--- config.mk ---
export PLATFORM = sky130hd
export DESIGN_NAME = reg_file_param
export DESIGN_NICKNAME = d
export VERILOG_FILES = /design/src/rtl/reg_file_param.sv
export SDC_FILE = /design/constraint.sdc
export NUM_CORES = 1
export LEC_CHECK = 0
export BUFFER_PORTS_ARGS = -buffer_cell sky130_fd_sc_hd__buf_4
export CORE_ASPECT_RATIO = 0.75
export CORE_UTILIZATION = 38
export DETAILED_ROUTE_END_ITERATION = 10
export MAX_ROUTING_LAYER = met4
export PLACE_DENSITY = 0.59
export SKIP_CTS_REPAIR_TIMING = 1
export SKIP_LAST_GASP = 1
export SYNTH_ARGS = -nofsm -noshare
export SYNTH_HDL_FRONTEND = slang
export SYNTH_SLANG_ARGS = --single-unit
export TNS_END_PERCENT = 10
--- constraint.sdc ---
create_clock -name clk -period 2.8 [get_ports clk]
set_input_delay 0.56 -clock clk [delete_from_list [all_inputs] [get_ports clk]]
set_output_delay 0.56 -clock clk [all_outputs]
set_load 0.01 [all_outputs]
--- src/rtl/reg_file_param.sv ---
// reg_file_param: flop-based register file with one write port, two combinational read
// ports, a one-entry-per-cycle clear sweep and a registered write-error pulse.
// Optional macro RF_BYPASS_EN: an accepted write is forwarded to reads of the same index.
module reg_file_param #(
  parameter int WIDTH = 16,
  parameter int DEPTH = 8,
  localparam int AW = $clog2(DEPTH)
) (
  input  logic             clk,
  input  logic             rst,
  input  logic             writeEn,
  input  logic [AW-1:0]    writeReg,
  input  logic [WIDTH-1:0] writeData,
  input  logic [AW-1:0]    read1Reg,
  input  logic [AW-1:0]    read2Reg,
  output logic [WIDTH-1:0] read1Data,
  output logic [WIDTH-1:0] read2Data,
  input  logic             clrReq,
  output logic             busy,
  output logic             err
);

  // Request semantics: writeEn and clrReq are sampled at every rising edge with no
  // back-pressure. A write that cannot be taken (sweep running or index out of range)
  // is dropped and flagged on err for the following cycle; clrReq is honoured only in IDLE.
  typedef enum logic {S_IDLE = 1'b0, S_SWEEP = 1'b1} state_t;

  localparam logic [AW:0]   LP_DEPTH = (AW+1)'(DEPTH);
  localparam logic [AW-1:0] LP_LAST  = AW'(DEPTH-1);

  state_t           r_state;
  state_t           w_next_state;
  logic [AW-1:0]    r_ptr;
  logic             r_err;
  logic [WIDTH-1:0] r_mem [DEPTH];

  logic w_wr_idx_ok;
  logic w_wr_ok;
  logic w_wr_rej;

  assign w_wr_idx_ok = ({1'b0, writeReg} < LP_DEPTH);
  assign w_wr_ok     = writeEn && (r_state == S_IDLE) && w_wr_idx_ok;
  assign w_wr_rej    = writeEn && !w_wr_ok;

  always_comb begin
    w_next_state = r_state;
    case (r_state)
      S_IDLE:  if (clrReq) w_next_state = S_SWEEP;
      S_SWEEP: if (r_ptr == LP_LAST) w_next_state = S_IDLE;
      default: w_next_state = S_IDLE;
    endcase
  end

  // The pointer rests at 0 in IDLE so a new sweep always starts from entry 0.
  always_ff @(posedge clk or negedge rst) begin
    if (!rst) begin
      r_state <= S_IDLE;
      r_ptr   <= '0;
      r_err   <= 1'b0;
    end else begin
      r_state <= w_next_state;
      r_err   <= w_wr_rej;
      if ((r_state == S_SWEEP) && (r_ptr != LP_LAST)) r_ptr <= r_ptr + AW'(1);
      else                                            r_ptr <= '0;
    end
  end

  always_ff @(posedge clk or negedge rst) begin
    if (!rst) begin
      for (int i = 0; i < DEPTH; i++) r_mem[i] <= '0;
    end else if (r_state == S_SWEEP) begin
      r_mem[r_ptr] <= '0;
    end else if (w_wr_ok) begin
      r_mem[writeReg] <= writeData;
    end
  end

  always_comb begin
    read1Data = '0;
    if ({1'b0, read1Reg} < LP_DEPTH) read1Data = r_mem[read1Reg];
`ifdef RF_BYPASS_EN
    if (w_wr_ok && (read1Reg == writeReg)) read1Data = writeData;
`endif
  end

  always_comb begin
    read2Data = '0;
    if ({1'b0, read2Reg} < LP_DEPTH) read2Data = r_mem[read2Reg];
`ifdef RF_BYPASS_EN
    if (w_wr_ok && (read2Reg == writeReg)) read2Data = writeData;
`endif
  end

  assign busy = (r_state == S_SWEEP);
  assign err  = r_err;

endmodule

==> flow_summary.toml <==
[outcome]
outcome = "complete, but fails checks"
violations = "design-rule violations"

[grt]
grt_pass1_wl_mm = 33.14
grt_pass1_vias = 5598
grt_util_all_layers = 0.2225
grt_max_degree = 41
grt_overflow = 0
antenna_found_initial = 0

[power]
p_per_area_nw_per_um2 = 911.8
power_leakage_nw = 4.461
irDropWorstVdd_mv = 0.3655

[timing]
max_freq_mhz = 392.1
slew_headroom = 0.3026
timing.final.ws_setup_ps = 249.9
fin_crit_ps = 2550
finalClockSkew_ps = 4.595
grt_setup_unrepaired = "false"
finalHoldViolCount = 0
fin_tns_setup_ps = 0
report.final.setup_viol = 0
worstMarginPinSlew_ps = 1046
drv_slew = 0
fin_crit_sh = 0.9107

[finish]
layout-drive-gt1-share = 0.3252
fin_area_sq_um = 9054
area_delta_synth_final_pct = 18.62
n_antenna_cell = 0
layout.nets = 674
multi_input_area_sq_um = 3894
seqCellArea_sq_um = 3328
nFillCells = 1749
finalNonFillerCells = 908

[yosys]
synthCells = 580
syn-num-nets = 612
synth_cell_type_count = 28
post_synth.cell_area_avg_sq_um = 13.16
yosys_register_bits = 133
syn_area_sq_um = 7632
ys_seq_area_frac = 0.4361
yosys_warnings = 0

[floorplanning]
num_rows = 44
die_h_um = 124.7
die_area_sq_um = 20660
die_x_um = 165.6
ioPinCount = 63
start_util = 0.3916
core_sq_um = 19490

[cts]
cts_tree = "built"
cts.sinks = 133
insertion_delay_ps = 420
clockBufferDepth = 2
clk_pin_slew_ps = 60
cts_max_level = 4
cts_root_buffer = "clkbuf_16"
cts_made_buffers = 17

[detailed_routing]
drtIter0Drc = 451
avgViaCountPerCell = 5.804
ant_nets = 0
drt_wl_total_mm = 21.27
drc_errors = 6
routedWlPerCell_um = 23.42
first_pass_iters = 8
vias = 5270

[worst_setup_path]
cp_common_cell = "buf_4"
end_kind = "output port"
path_cells = "buf_4 -> buf_12 -> mux4_1 -> mux2_2 -> buf_4"
critical_path_arrival_ps = 1990
cp.required_ps = 2240
ff2ff_setup_slack_ps = 710
crit_path_max_incr_delay_ps = 550
r2r_end = "r_mem[112]"
cp_max_fo = 11
cp-start-kind = "input pin"
reg2reg_depth = 3
crit_slowest_cell = "mux4_1"
crit_type = "in -> out"
crit-reg2reg-launch = "busy"

[placed_design]
place_congestion = 0.7958
port_buffers = 62
postPlaceCellArea_sq_um = 8351
place_ws_ps = 230.1
placed_cells = 876
hpwl_mm = 13.20

[flow_run]
maxCapViolations = 0

[hold_path]
hp-class = "in -> async"
[cell type report]
type / count / area share
Multi-Input combinational cell: 380 / 0.4301
Tap cell: 253 / 0.03496
Clock buffer: 19 / 0.05003
Inverter: 17 / 0.007048
Sequential cell: 133 / 0.3676
Timing Repair Buffer: 93 / 0.08264
Clock inverter: 13 / 0.02764
[through the flow]
stage	util	hold slack (ps)	power [mW]
3_5_place_dp	0.4285	531.7	5.578
6_report	0.4646	106.1	8.255
3_3_place_gp	0.4285	518.2	5.437
4_1_cts	0.4646	112.5	8.284
5_1_grt	0.4646	135.7	8.651
2_1_floorplan	-	264.4	4.658
[power by group]
part	switching, mW	internal, mW
sequential	0.542	2.56
combinational	1.21	1.27
clock	0.871	1.81
total	2.62	5.64
[worst max path at each step]
stage,start,to,slack (ps)
after floorplan,read1Reg[2],read1Data[4],540
after global placement,read2Reg[0],read2Data[4],240
after detailed placement,read2Reg[0],read2Data[0],230
after CTS,read2Reg[0],read2Data[0],230
after global routing,read2Reg[0],read2Data[3],190
final,read2Reg[0],read2Data[0],250
[state kept, by name, indices dropped and copies added (netlist names)]
register / flops
err: 1
r_mem: 128
r_ptr: 3
busy: 1
[critical path: cells and delay by family]
| kind | cells | cell delay, ps |
|---|---|---|
| buffers and inverters | 3 | 580 |
| multiplexers | 2 | 830 |
[cells in the mapped netlist (all sizes together)]
library cell / n / area [sq um]
or4b: 1 / 10.01
nand4: 1 / 6.260
mux2i: 129 / 1291
nand2: 130 / 490.5
nand3b: 3 / 35.03
nand2b: 1 / 6.260
mux2: 32 / 360.4
nor3b: 4 / 45.05
mux4: 64 / 1494
dfrtp: 133 / 3328
and2: 1 / 6.260
nand4bb: 3 / 33.78
nor2: 2 / 15.01
ha: 3 / 37.54
inv: 17 / 63.81
clkbuf: 14 / 52.55
nand4b: 3 / 26.28
and3: 1 / 6.260
buf: 36 / 306.5
and3b: 2 / 17.52
[cells by family after synthesis]
kind of cell,count (synthesis),synth area share
fa+ha+maj,3,0.004919
buf+inv,67,0.05541
flops,133,0.4361
mux,225,0.4121
simple gates,152,0.09148
[placed cells by master, fill, tap and decap left out, types with 2 or more instances in the layout]
| master | n |
|---|---|
| mux4_2 | 50 |
| nand2_1 | 129 |
| clkbuf_8 | 2 |
| mux2_2 | 32 |
| and3b_1 | 2 |
| dfrtp_1 | 133 |
| mux4_1 | 14 |
| nand3b_1 | 2 |
| buf_4 | 89 |
| nor3b_4 | 2 |
| bufinv_16 | 7 |
| nand4b_1 | 3 |
| inv_1 | 17 |
| nand4bb_1 | 3 |
| mux2i_1 | 129 |
| clkinv_2 | 3 |
| buf_12 | 4 |
| clkbuf_16 | 17 |
| ha_1 | 3 |
[metal layers]
| layer | wire (um) | part of all wire | GRT usage |
|---|---|---|---|
| met5 | 0 | 0 | - |
| met4 | 412 | 0.019 | 0.09621 |
| met3 | 1102 | 0.052 | 0.03273 |
| met2 | 10470 | 0.49 | 0.3527 |
| met1 | 9278 | 0.44 | 0.2860 |
(Power assumes the default switching activity.)
